`src/rtl/time_adjust_ctrl.sv`:
```
// ---------------------------------------------------------------------------
// time_adjust_ctrl
//
// Front-panel controller for a digital clock. Three raw pushbuttons are
// synchronized, debounced and turned into single-cycle press pulses. The
// pulses drive a five-state mode FSM that edits a working copy of the time
// (adj_hr/adj_min), loads it into the downstream counters with a one-cycle
// strobe, and edits the stored alarm time.
//
// Ports
//   clk                      single rising-edge clock
//   reset                    asynchronous, active-low reset
//   btn_mode/btn_up/btn_down raw asynchronous button levels, high = pressed
//   cur_min, cur_hr          live time from the downstream counters
//   mode                     RUN=0, SET_HR=1, SET_MIN=2, ALM_HR=3, ALM_MIN=4
//   adj_min, adj_hr          time value to load into the counters
//   ld_time                  one-cycle load strobe for the counters
//   run_en                   time counting permitted (gates seconds tick)
//   alm_min, alm_hr          stored alarm time
// ---------------------------------------------------------------------------
module time_adjust_ctrl #(
  parameter int DEB_CYC = 4,
  parameter int N_MIN   = 60,
  parameter int N_HR    = 24
) (
  input  logic       clk,
  input  logic       reset,
  input  logic       btn_mode,
  input  logic       btn_up,
  input  logic       btn_down,
  input  logic [5:0] cur_min,
  input  logic [4:0] cur_hr,
  output logic [2:0] mode,
  output logic [5:0] adj_min,
  output logic [4:0] adj_hr,
  output logic       ld_time,
  output logic       run_en,
  output logic [5:0] alm_min,
  output logic [4:0] alm_hr
);

  typedef enum logic [2:0] {
    RUN     = 3'd0,
    SET_HR  = 3'd1,
    SET_MIN = 3'd2,
    ALM_HR  = 3'd3,
    ALM_MIN = 3'd4
  } state_t;

  localparam logic [7:0] DEB_LAST = 8'(DEB_CYC - 1);
  localparam logic [5:0] MIN_MAX  = 6'(N_MIN - 1);
  localparam logic [5:0] HR_MAX   = 6'(N_HR - 1);

  // Bit 0 = mode, bit 1 = up, bit 2 = down.
  logic [2:0] raw;
  logic [2:0] sync1;
  logic [2:0] sync2;
  logic [2:0] deb;
  logic [2:0] press;
  logic [7:0] cnt [3];

  assign raw = {btn_down, btn_up, btn_mode};

  // -------------------------------------------------------------------------
  // Synchronizer + debounce + press pulse
  // The debounced level flips on the edge where the mismatch counter would
  // reach DEB_CYC; the press pulse is registered on that same edge so the
  // FSM reacts one edge later (DEB_CYC+3 edges after the raw rise).
  // -------------------------------------------------------------------------
  // NOTE: sequential state uses non-blocking (<=) so every flop samples the
  // pre-edge values; blocking here would collapse the synchronizer stages.
  always_ff @(posedge clk or negedge reset) begin
    if (!reset) begin
      sync1 <= '0;
      sync2 <= '0;
      deb   <= '0;
      press <= '0;
      // NOTE: the counter array is a handful of flops, not a RAM, so it is
      // reset like any other register.
      for (int i = 0; i < 3; i++) cnt[i] <= '0;
    end else begin
      sync1 <= raw;
      sync2 <= sync1;
      press <= '0;
      for (int i = 0; i < 3; i++) begin
        if (sync2[i] != deb[i]) begin
          if (cnt[i] == DEB_LAST) begin
            deb[i]   <= ~deb[i];
            cnt[i]   <= '0;
            press[i] <= ~deb[i];   // only a 0->1 debounced edge is a press
          end else begin
            cnt[i] <= cnt[i] + 8'd1;
          end
        end else begin
          cnt[i] <= '0;
        end
      end
    end
  end

  // Wrapping +/-1 step on a value held in 6 bits; max is modulus-1.
  function automatic logic [5:0] step_mod(input logic [5:0] v,
                                          input logic       inc,
                                          input logic [5:0] max);
    logic [5:0] r;
    // NOTE: every path assigns r first, so no latch-like hold is implied.
    r = v;
    if (inc) r = (v == max) ? 6'd0 : v + 6'd1;
    else     r = (v == 6'd0) ? max : v - 6'd1;
    return r;
  endfunction

  logic p_mode, p_up, p_dn;
  logic step_ok;

  assign p_mode  = press[0];
  assign p_up    = press[1];
  assign p_dn    = press[2];
  // A lone up or down press edits; both together cancel out.
  assign step_ok = p_up ^ p_dn;

  // -------------------------------------------------------------------------
  // Mode FSM with registered outputs. A mode press always wins over a
  // coincident up/down press.
  // -------------------------------------------------------------------------
  state_t state;

  assign mode = state;

  always_ff @(posedge clk or negedge reset) begin
    if (!reset) begin
      state   <= RUN;
      adj_min <= '0;
      adj_hr  <= '0;
      alm_min <= '0;
      alm_hr  <= '0;
      ld_time <= 1'b0;
      run_en  <= 1'b1;
    end else begin
      ld_time <= 1'b0;
      if (p_mode) begin
        case (state)
          RUN: begin
            adj_hr  <= cur_hr;
            adj_min <= cur_min;
            run_en  <= 1'b0;
            state   <= SET_HR;
          end
          SET_HR:  state <= SET_MIN;
          SET_MIN: begin
            // Counters load in the following cycle; adj_* stays untouched
            // until the next edit so the loaded value is stable.
            ld_time <= 1'b1;
            run_en  <= 1'b1;
            state   <= ALM_HR;
          end
          ALM_HR:  state <= ALM_MIN;
          ALM_MIN: state <= RUN;
          default: begin
            run_en <= 1'b1;
            state  <= RUN;
          end
        endcase
      end else if (step_ok) begin
        case (state)
          SET_HR:  adj_hr  <= 5'(step_mod({1'b0, adj_hr}, p_up, HR_MAX));
          SET_MIN: adj_min <= step_mod(adj_min, p_up, MIN_MAX);
          ALM_HR:  alm_hr  <= 5'(step_mod({1'b0, alm_hr}, p_up, HR_MAX));
          ALM_MIN: alm_min <= step_mod(alm_min, p_up, MIN_MAX);
          default: ;   // edits in RUN are ignored
        endcase
      end
    end
  end

endmodule

```
`config.mk`:
```
export PLATFORM = sky130hd
export DESIGN_NAME = time_adjust_ctrl
export DESIGN_NICKNAME = d
export VERILOG_FILES = /design/src/rtl/time_adjust_ctrl.sv
export SDC_FILE = /design/constraint.sdc
export NUM_CORES = 1
export LEC_CHECK = 0
export ABC_AREA = 1
export CAP_MARGIN = 15
export CELL_PAD_IN_SITES_DETAIL_PLACEMENT = 2
export CELL_PAD_IN_SITES_GLOBAL_PLACEMENT = 2
export CORE_ASPECT_RATIO = 1.1
export CORE_MARGIN = 5
export CORE_UTILIZATION = 35
export CTS_CLUSTER_DIAMETER = 200
export DETAILED_ROUTE_END_ITERATION = 8
export GPL_TIMING_DRIVEN = 0
export HOLD_SLACK_MARGIN = 0.03
export PLACE_DENSITY_LB_ADDON = 0.1
export SYNTH_ARGS = -nofsm -noshare
export SYNTH_HDL_FRONTEND = slang
export SYNTH_SLANG_ARGS = --single-unit
```
`constraint.sdc`:
```
create_clock -name clk -period 2.6 [get_ports clk]
set_clock_uncertainty 0.1 [all_clocks]
set_input_delay 0.52 -clock clk [delete_from_list [all_inputs] [get_ports clk]]
set_output_delay 0.52 -clock clk [all_outputs]
set_load 0.05 [all_outputs]
```
==> impl_metrics.ini, run 1 <==
[clock_tree]
cts_resized = 0
cts_tree = built
cts_sinks = 63
root_buffer = clkbuf_16
path_clk_slew_ps = 60
clockBufferDepth = 2
post_cts_buffers = 0
clock_latency_ps = 330
cts.htree.levels = 3
cts_buffers = 9
cts_hold_buf = 0

[die]
start_util_pct = 35.4
io_pins = 43
die_area_um2 = 12600
dieHeight_um = 117
core_um2 = 10300
placementRows = 39
fp.dieW_um = 107

[timing]
whs_ps = 178
clock.fmax_mhz = 431
slew_headroom_pct = 44.8
rsz0062_at_grt = no
finalSetupViolCount = 0
finalCritPeriodShare_pct = 89.2
worstMarginPinSlew_ps = 828
finalHoldViolations = 0
slew_violations = 0
min_period_ps = 2320

[final_layout]
syn_to_final_growth_pct = 25.2
diodes = 0
seq_area_um2 = 1580
drive_gt1_share_pct = 6.74
finalCoreUtilization_pct = 44.4
multi_input_area_um2 = 1800
nNetsFinal = 558
fillers = 1175

[critical_path]
crit_slowest_cell = clkdlybuf4s50_1
crit_family = buffers and inverters
cp_data_arrival_time_ps = 1700
max_stage_delay_ps = 880
path_class = reg2out
crit_fanout = 7
crit_buf_inv = 1
crit_chain = clkdlybuf4s50_1
start_kind = register
end_kind = output port
required_ps = 1980

[yosys]
ys_ff_latch = 63
synth_fp_nets = 505
synth_seq_area_share_pct = 43.2
yosysUniqueCellTypes = 31
postSynthCellCount = 476
synth_area_um2 = 3650
yosys_warnings = 0
syn_area_per_cell_um2 = 7.67

[detailed_routing]
drt_iter0_drc = 56
wirelength_um = 11100
routed_via_density = 5.08
drc = 0
drt_pass1_iterations = 4
routedWlPerCell_um = 16.4
vias = 3441
final_antenna_net_count = 0

[grt]
grt-ovfl-total = 0
antenna_found_initial = 0
grt_usage_pct = 19.0
first_global_vias = 3847
grt_pass1_wl_um = 19000
grt_max_degree = 64

[pwr]
power_density_nw_per_um2 = 1150
p_leak_uw = 0.00221
vdd_drop_max_v = 0.000493

[outcome]
outcome = complete, no violations

[min_path]
holdCritPathClass = in2async

[placed_design]
dp_hpwl_um = 7990
numPortBuffers = 42
place.gp.congestion = 0.775

[run]
maxCapViolations = 0
[where the power goes]
part,switching [uW],total [uW],internal (uW)
clock network,452,1320,866
registers,335,1560,1220
logic,1570,2370,802
total,2360,5250,2890
[kinds of logic after synthesis]
group	synth area share (%)
flops	43.2
compound gates	8.40
simple gates	29.9
xor+xnor	6.69
fa+ha+maj	4.46
buf+inv	7.34
[worst reg2reg max path, delay by kind of cell, from the launching register on]
family | cells | cell delay [ps]
AO/OA/AOI/OAI | 1 | 180
adder cells (fa/ha/maj) | 1 | 260
flip-flops | 1 | 450
AND/OR/NAND/NOR | 6 | 640
[routing by layer]
metal / part of all wire [%] / track usage, % / vias to the layer above
met5: 0 / 0 / -
met4: 1.2 / 5.64 / 0
met3: 2.0 / 2.58 / 12
met2: 55 / 37.0 / 29
met1: 42 / 21.6 / 1759
li1: - / - / 1641
[cell type report]
cell class | instances | share of cell area [%]
buffer | 10 | 1.34
clock buffer | 11 | 5.31
clock inverter | 5 | 1.78
inverter | 55 | 4.52
multi-input combinational | 348 | 39.5
sequential | 63 | 34.5
tap | 143 | 3.91
timing repair buffer | 42 | 9.14
[metrics by stage]
step / setup slack [ps] / instance area [um^2] / instances / setup TNS (ps) / total power, uW
floorplan: 765 / 3650 / 476 / 0 / 3140
global route: 226 / 4570 / 677 / 0 / 5620
detailed placement: 612 / 4250 / 661 / 0 / 3940
CTS: 257 / 4570 / 677 / 0 / 5330
finish: 280 / 4570 / 677 / 0 / 5250
global placement: -1390 / 4250 / 661 / -86150 / 3800
[cells in the mapped netlist]
cell	count	area, um^2
inv_2	1	3.75
nand2_2	2	12.5
a21oi_2	1	8.76
o21ai_1	3	15.0
a211oi_1	1	7.51
o21bai_1	1	7.51
nor3_1	6	30.0
xnor2_1	7	61.3
a21oi_1	15	75.1
a31oi_1	4	25.0
nand4_1	8	50.1
or2_2	3	18.8
dfstp_2	1	26.3
o211ai_1	1	7.51
xor2_1	19	166
nand3_1	48	240
nand2_1	95	357
buf_6	2	22.5
clkbuf_1	1	3.75
o31ai_1	1	7.51
buf_2	7	35.0
o21a_1	1	7.51
dfrtp_1	62	1550
ha_1	13	163
xnor2_2	1	16.3
nand3b_1	1	7.51
nor3b_1	8	60.1
inv_1	54	203
o21ai_0	29	145
nor2_4	2	22.5
nor2_1	78	293
[flip-flops by register name, indices dropped and copies added (netlist names)]
| name | flops |
|---|---|
| alm_min | 6 |
| press | 3 |
| ld_time | 1 |
| sync1 | 3 |
| adj_hr | 5 |
| cnt | 24 |
| adj_min | 6 |
| sync2 | 3 |
| run_en | 1 |
| deb | 3 |
| alm_hr | 5 |
| mode | 3 |
[final timing paths]
check / startpoint / endpoint / slack, ps / depth (start not counted)
max in group asynchronous: reset / press[0]$_DFF_PN0_ / 1660 / 1
worst min-delay path: reset / alm_min[2]$_DFFE_PN0P_ / 180 / 1
min in group clk: sync1[1]$_DFF_PN0_ / sync2[1]$_DFF_PN0_ / 240 / 0
worst max register to register: adj_min[0]$_DFFE_PN0P_ / adj_min[5]$_DFFE_PN0P_ / 850 / 8
worst min register to register: sync1[1]$_DFF_PN0_ / sync2[1]$_DFF_PN0_ / 240 / 0
worst max-delay path: mode[2]$_DFFE_PN0P_ / mode[2] / 280 / 1
[cell usage in the layout, fill, tap and decap left out, types with 2 or more instances in the layout]
master,netlist,layout
nand2_1,95,95
nor2_1,78,78
dfrtp_1,62,62
inv_1,54,54
nand3_1,48,48
clkdlybuf4s50_1,0,41
o21ai_0,29,29
xor2_1,19,19
a21oi_1,15,15
ha_1,13,13
clkbuf_16,0,9
nand4_1,8,8
nor3b_1,8,8
xnor2_1,7,7
buf_2,7,7
nor3_1,6,6
a31oi_1,4,4
or2_2,3,3
o21ai_1,3,3
clkbuf_1,1,2
buf_6,2,2
nand2_2,2,2
nor2_4,2,2
bufinv_16,0,2
Note: power is estimated with default switching activity, not from simulation.
==> run 2: changes to the inputs <==
--- a/config.mk
+++ b/config.mk
@@ -10,9 +10,8 @@
 export CELL_PAD_IN_SITES_DETAIL_PLACEMENT = 2
 export CELL_PAD_IN_SITES_GLOBAL_PLACEMENT = 2
 export CORE_ASPECT_RATIO = 1.1
-export CORE_MARGIN = 5
 export CORE_UTILIZATION = 35
-export CTS_CLUSTER_DIAMETER = 200
+export CTS_CLUSTER_DIAMETER = 100
 export DETAILED_ROUTE_END_ITERATION = 8
 export GPL_TIMING_DRIVEN = 0
 export HOLD_SLACK_MARGIN = 0.03
==> impl_metrics.ini, run 2 (synthesis gave the netlist of run 1 again) <==
[pwr]
p_leak_uw = 0.00216
seqPwrFrac_pct = 32.5
switchingPower_uw = 2290
combinationalPowerShare_pct = 49.6
p_sw_share_pct = 48.3
vdd_drop_max_v = 0.000391
internal_power_uw = 2450
power_density_nw_per_um2 = 1080
p_total_uw = 4740
clockPowerShare_pct = 18.0

[critical_path]
path_class = reg2out
required_ps = 1980
rr_endpoint = adj_min[2]$_DFFE_PN0P_
cp_num_cells = 1
crit_path_start = mode[2]$_DFFE_PN0P_
ff2ff_path_depth = 9
crit_chain = clkdlybuf4s50_1
r2r-start = adj_min[0]$_DFFE_PN0P_
crit_slowest_cell = clkdlybuf4s50_1
end_kind = output port
crit_fanout = 7
max_stage_delay_ps = 890
crit_family = buffers and inverters
reg2reg_setup_slack_ps = 760
crit_end = mode[2]
cp_data_arrival_time_ps = 1730
start_kind = register
crit_buf_inv = 1

[timing]
finalHoldViolations = 0
worstMarginPinSlew_ps = 843
slew_violations = 0
slew_headroom_pct = 43.8
min_period_ps = 2350
finalSetupViolCount = 0
clock.fmax_mhz = 425
tns_ps = 0
setup_ws_ps = 247
whs_ps = 165
finalCritPeriodShare_pct = 90.5
rsz0062_at_grt = no

[final_layout]
multi_input_area_um2 = 1800
seq_area_um2 = 1580
reg.largest.list = cnt (24), adj_min (6), alm_min (6)
syn_to_final_growth_pct = 20.7
finalCoreUtilization_pct = 44.1
nNetsFinal = 558
mostFrequentLayoutCell = nand2_1
fillers = 1183
largest_register_ff_count = 24
diodes = 0
layout_common_cells = 95 x nand2_1, 78 x nor2_1, 62 x dfrtp_1
drive_gt1_share_pct = 6.75
regMostFlops = cnt

[clock_tree]
root_buffer = clkbuf_8
clockBufferDepth = 2
cts_hold_buf = 0
cts_buffers = 9
clock_latency_ps = 350
post_cts_buffers = 0
cts_tree = built
cts_resized = 0
cts_sinks = 63
path_clk_slew_ps = 80
cts.htree.levels = 3

[die]
fp.dieW_um = 99.4
io_pins = 43
core_um2 = 9980
dieHeight_um = 109
start_util_pct = 36.6
die_area_um2 = 10800
placementRows = 38

[grt]
first_global_vias = 3734
top_usage_layer = met2
gr-usage-met3_pct = 4.10
grt_pass1_wl_um = 17900
grt-ovfl-total = 0
antenna_found_initial = 0
use_met1_pct = 24.9
grt_max_degree = 64
grt_usage_pct = 21.4
grtUsageMet2_pct = 39.4

[detailed_routing]
vias = 3365
wirelength_um = 10600
drt_pass1_iterations = 4
routedWlPerCell_um = 16.2
final_antenna_net_count = 0
drc = 0
drt_iter0_drc = 88
routed_via_density = 5.15

[placed_design]
pre_cts_slack_ps = 621
numPortBuffers = 42
dp_hpwl_um = 7880
place.gp.congestion = 0.780

[run]
maxCapViolations = 0

[min_path]
holdCritPathClass = in2async

[outcome]
outcome = complete, no violations
run 2: cell count changes in the layout (fill, tap and decap cells not counted):
cell / previous run / this run
clkinvlp_4: 1 / 0
clkinv_4: 1 / 2
clkbuf_8: 1 / 9
bufinv_16: 2 / 1
clkbuf_1: 2 / 1
clkbuf_16: 9 / 0
clkinv_2: 1 / 3
run 2: cell type report:
type                    count  area share, %
multi-input cells         348           41.0
plain buffers              10           1.39
inverters                  55           4.69
well taps                 120           3.41
flip-flops and latches     63           35.8
clock buffers               9           2.81
clock inverters             6           1.42
repair buffers             42           9.49
run 2: per-layer routing:
layer,wire (um),vias to the layer above
met1,4610,1676
met3,297,8
met5,0,-
met4,116,0
met2,5540,38
li1,-,1643
run 2: through the flow:
stage / area [um^2] / cells
floorplan: 3650 / 476
global placement: 4220 / 638
detailed placement: 4220 / 638
CTS: 4400 / 653
global route: 4400 / 653
finish: 4400 / 653
run 2: how the worst min path moves through the flow:
stage / from / end / slack (ps) / cells after the start
after floorplan: reset / adj_hr[0]$_DFFE_PN0P_ / 120 / 0
after global placement: sync1[1]$_DFF_PN0_ / sync2[1]$_DFF_PN0_ / 230 / 0
after detailed placement: sync1[1]$_DFF_PN0_ / sync2[1]$_DFF_PN0_ / 240 / 0
after CTS: reset / alm_min[2]$_DFFE_PN0P_ / 190 / 1
after global routing: reset / alm_min[2]$_DFFE_PN0P_ / 220 / 1
final: reset / alm_min[2]$_DFFE_PN0P_ / 170 / 1
run 2: power groups by stage:
stage	registers, uW	clock network, uW	logic, uW
3_5_place_dp	1560	0	2360
4_1_cts	1540	874	2380
5_1_grt	1590	909	2600
6_report	1540	851	2350
2_1_floorplan	2010	0	1130
3_3_place_gp	1540	0	2260
==> run 3: changes to the inputs <==
--- a/config.mk
+++ b/config.mk
@@ -16,6 +16,7 @@
 export GPL_TIMING_DRIVEN = 0
 export HOLD_SLACK_MARGIN = 0.03
 export PLACE_DENSITY_LB_ADDON = 0.1
+export SLEW_MARGIN = 20
 export SYNTH_ARGS = -nofsm -noshare
 export SYNTH_HDL_FRONTEND = slang
 export SYNTH_SLANG_ARGS = --single-unit
==> impl_metrics.ini, run 3 (synthesis gave the netlist of run 1 again) <==
[outcome]
outcome = complete, no violations

[final_layout]
syn_to_final_growth_pct = 22.5
nNetsFinal = 560
reg.largest.list = cnt (24), adj_min (6), alm_min (6)
drive_gt1_share_pct = 6.90
mostFrequentLayoutCell = nand2_1
diodes = 0
regMostFlops = cnt
layout_common_cells = 95 x nand2_1, 78 x nor2_1, 62 x dfrtp_1
largest_register_ff_count = 24
final_cells = 656

[run]
maxCapViolations = 0

[grt]
grt_max_degree = 35
antenna_found_initial = 0
grt_usage_pct = 21.6
grt_pass1_wl_um = 18100
first_global_vias = 3714
grt-ovfl-total = 0

[min_path]
holdCritPathClass = reg2reg

[die]
die_area_um2 = 10800
fp.dieW_um = 99.4
dieHeight_um = 109
core_um2 = 9980
io_pins = 43
start_util_pct = 36.6
placementRows = 38

[clock_tree]
clockBufferDepth = 2
post_cts_buffers = 0
cts.htree.levels = 3
root_buffer = clkbuf_8
cts_sinks = 63
path_clk_slew_ps = 70
clock_latency_ps = 360
cts_tree = built
cts_buffers = 9

[detailed_routing]
drt_iter0_drc = 84
routed_via_density = 5.15
routedWlPerCell_um = 16.2
wirelength_um = 10600
final_antenna_net_count = 0
drc = 0
vias = 3379
drt_pass1_iterations = 4

[critical_path]
r2r-start = adj_min[0]$_DFFE_PN0P_
rr_endpoint = adj_min[0]$_DFFE_PN0P_
end_kind = output port
crit_chain = clkdlybuf4s50_1
crit_end = mode[2]
ff2ff_path_depth = 10
crit_buf_inv = 1
reg2reg_setup_slack_ps = 760
max_stage_delay_ps = 880
crit_path_start = mode[2]$_DFFE_PN0P_
cp_num_cells = 1
crit_fanout = 7
start_kind = register
crit_family = buffers and inverters
cp_data_arrival_time_ps = 1740
required_ps = 1980
path_class = reg2out
crit_slowest_cell = clkdlybuf4s50_1

[placed_design]
dp_hpwl_um = 7980
pre_cts_slack_ps = 623
numPortBuffers = 42
dpl.cell_count = 639
place.gp.congestion = 0.780

[timing]
setup_ws_ps = 245
min_period_ps = 2360
finalHoldViolations = 0
clock.fmax_mhz = 425
slew_violations = 0
finalSetupViolCount = 0
tns_ps = 0
slew_headroom_pct = 63.5
rsz0062_at_grt = no
worstMarginPinSlew_ps = 541
finalCritPeriodShare_pct = 90.6

[pwr]
vdd_drop_max_v = 0.000376
p_leak_uw = 0.00218
power_density_nw_per_um2 = 1090
run 3: worst min path at each step:
stage	start	depth (start not counted)	endpoint	slack (ps)
2_1_floorplan	reset	0	adj_hr[0]$_DFFE_PN0P_	120
3_3_place_gp	sync1[1]$_DFF_PN0_	0	sync2[1]$_DFF_PN0_	230
3_5_place_dp	sync1[2]$_DFF_PN0_	0	sync2[2]$_DFF_PN0_	240
4_1_cts	sync1[2]$_DFF_PN0_	0	sync2[2]$_DFF_PN0_	260
5_1_grt	sync1[0]$_DFF_PN0_	0	sync2[0]$_DFF_PN0_	270
6_report	sync1[2]$_DFF_PN0_	0	sync2[2]$_DFF_PN0_	250
run 3: metal layers:
metal	global-route usage [%]	vias up	part of all wire, %
li1	-	1643	-
met1	25.2	1682	44
met2	39.6	41	52
met3	4.04	13	3.0
met4	7.67	0	1.5
met5	0	-	0
run 3: layout make-up:
cell class / count / area (um^2)
sequential: 63 / 1580
fill: 1178 / 5510
timing repair buffer: 44 / 448
tap: 120 / 150
multi-input combinational: 348 / 1800
clock inverter: 5 / 81.3
buffer: 10 / 61.3
clock buffer: 11 / 141
inverter: 55 / 206
run 3: worst reg2reg max path, delay by kind of cell, from the launching register on:
kind / cells / cell delay [ps]
adder cells (fa/ha/maj): 1 / 190
flip-flops: 1 / 470
AND/OR/NAND/NOR: 6 / 640
buffers and inverters: 2 / 270
AO/OA/AOI/OAI: 1 / 100
run 3: power by group:
part	internal (uW)	leakage, uW	switching [uW]
logic	802	0.00127	1560
registers	1220	0.000804	319
clock network	566	0.000110	423
run 3: what timing repair did:
item,4_1_cts,5_1_grt
hold buffers,1,0
hold endpoints to repair,28,0
gates resized for setup,0,0
run 3: stage by stage:
stage | utilization (%) | instance area [um^2] | power [uW] | hold slack (ps)
6_report | 44.8 | 4470 | 4880 | 253
5_1_grt | 44.8 | 4470 | 5250 | 270
4_1_cts | 44.8 | 4470 | 4950 | 255
3_5_place_dp | 42.4 | 4240 | 3920 | 238
3_3_place_gp | 42.3 | 4220 | 3800 | 233
2_1_floorplan | - | 3650 | 3140 | 124
==> edit (flow settings as in run 3) <==
`N_HR`: 24 -> 16.
--- a/src/rtl/time_adjust_ctrl.sv
+++ b/src/rtl/time_adjust_ctrl.sv
@@ -21,7 +21,7 @@
 module time_adjust_ctrl #(
   parameter int DEB_CYC = 4,
   parameter int N_MIN   = 60,
-  parameter int N_HR    = 24
+  parameter int N_HR    = 16
 ) (
   input  logic       clk,
   input  logic       reset,
Function: changed (a bounded check fails within 10 cycles, from zero or initial values and one cycle with reset low).
==> edit against run 3 <==
Total power is 2.0% lower; final area is 0.92% lower; routed wire length is 0.28% higher; first-iteration DRC count is 9.5% higher; synthesized area is 1.1% lower; sequential cell count stayed put; via count is 2.8% lower; sequential share of layout area is 0.33 points higher; setup slack better by 0.010 ns.
==> edit: results (changes against run 3) <==
stage	metric	value	unit	change
synth	EDFF count, synth	0		unchanged
clocking	CTS H-tree depth	3		unchanged
grt	largest net degree at the start of global routing	37		was 35
synth	Seq/Total Area, Yosys	43.7	%	was 43.2%
grt	Total Routing Usage GR	22.2	%	was 21.6%
timing	Worst slew margin	63.7	%	was 63.5%
clocking	CTS Root Cell	clkbuf_8		unchanged
cells_and_area	Post-Layout Cell Count	645		was 656
status	status	finished, final reports clean		unchanged
clocking	hold_buf cts	1		unchanged
power	LEAKAGE	2.16	nW	was 2.18 nW
synth	asr flop ratio synth	100	%	unchanged
worst_setup_path	CP max stage cell	clkdlybuf4s50_1		unchanged
detailed_routing	WL/cell	16.5	µm	was 16.2 µm
grt	first-pass GRT wire length	18.2	mm	was 18.1 mm
power	Sw Pwr	2.23	mW	was 2.30 mW
worst_setup_path	Critical Path Max Stage Delay	0.88	ns	about the same
detailed_routing	Vias	3285		was 3379
clocking	CTS Buf Count	9		unchanged
placement	Placed Cells	628		was 639
worst_setup_path	Crit Path Max Fanout	7		unchanged
synth	YS warnings	0		unchanged
detailed_routing	Initial DRT Pass Iterations	4		unchanged
clocking	post-CTS sizing	0		unchanged
detailed_routing	1st-iter DRT viols	92		was 84
cells_and_area	share of layout cells above drive strength 1	7.24	%	was 6.90%
placement	dpl hpwl	7.85	mm	was 7.98 mm
synth	Most used DFF post-synth	dfrtp_1		unchanged
synth	syn_nets	494		was 505
synth	synth cell count leaders	94 x nand2_1, 75 x nor2_1, 62 x dfrtp_1, 54 x inv_1, 49 x nand3_1		was 95 x nand2_1, 78 x nor2_1, 62 x dfrtp_1, 54 x inv_1, 48 x nand3_1
clocking	maximum root-to-sink buffer count	2		unchanged
synth	top area cells in the synthesized netlist	dfrtp_1 43%, nand2_1 9.8%, nor2_1 7.8%		was dfrtp_1 43%, nand2_1 9.8%, nor2_1 8.0%
power	maximum VDD drop	0.446	mV	was 0.376 mV
cells_and_area	Final Net Count	549		was 560
placement	area post-placement	0.00420	mm²	was 0.00424 mm²
placement	routability cong.	0.798		was 0.780
grt	antenna violations before repair	0		unchanged
cells_and_area	antenna diode count	0		unchanged
grt	number of global-route vias before repair	3722		was 3714
synth	Synth top area share	43.0	%	was 42.5%
clocking	worst skew pair latency	0.35	ns	
synth	Syn Inst Count	465		was 476
placement	dpl ws	0.623	ns	about the same
synth	synth unique cells	31		unchanged
[edit: cell count changes after synthesis, moves of 2 or more]
cell     change
o21ai_0      -6
xor2_1       +5
nor2_2       +4
xnor2_1      -4
nor2_1       -3
a21oi_1      -2
a31oi_1      -2
o21ai_1      -2
or2_2        -2
[edit: cells by family after synthesis]
| kind of cell | Yosys count | synth area share (%) |
|---|---|---|
| adder cells (fa/ha/maj) | 13 | 4.51 |
| AND/OR/NAND/NOR | 250 | 30.2 |
| flip-flops | 63 | 43.7 |
| buffers and inverters | 65 | 7.59 |
| AO/OA/AOI/OAI | 46 | 7.00 |
| XOR/XNOR | 28 | 7.00 |
[edit: worst paths after layout]
check                      depth (start not counted)                     end           startpoint  slack, ns
setup / recovery                                   1                 mode[2]  mode[2]$_DFFE_PN0P_       0.25
hold / removal                                     0      sync2[2]$_DFF_PN0_   sync1[2]$_DFF_PN0_       0.25
setup reg to reg                                   7  alm_min[5]$_DFFE_PN0P_   press[0]$_DFF_PN0_       0.71
hold reg to reg                                    0      sync2[2]$_DFF_PN0_   sync1[2]$_DFF_PN0_       0.25
max in group asynchronous                          3      run_en$_DFFE_PN1P_                reset       1.27
min in group asynchronous                          2  alm_min[2]$_DFFE_PN0P_                reset       0.54
[edit: cell type report]
type                    instances  area, µm²
fillers                      1147       5510
multi-input cells             337       1760
flip-flops and latches         63       1580
repair buffers                 44        448
inverters                      55        206
well taps                     120        150
clock buffers                  11        141
clock inverters                 5       81.3
plain buffers                  10       67.6
[edit: power by group through the flow]
stage	clock (mW)	sequential, mW	combinational, mW
after floorplan	0	1.98	1.09
after global placement	0	1.51	2.18
after detailed placement	0	1.54	2.29
after CTS	1.00	1.52	2.33
after global routing	1.05	1.56	2.53
final	0.975	1.51	2.30
[edit: layer usage]
layer / global-route usage, % / routed length, µm / share of wire (%)
met2: 41.6 / 5700 / 53
met5: 0 / 0 / 0
met1: 24.9 / 4490 / 42
met3: 4.52 / 302 / 2.8
met4: 7.46 / 175 / 1.6
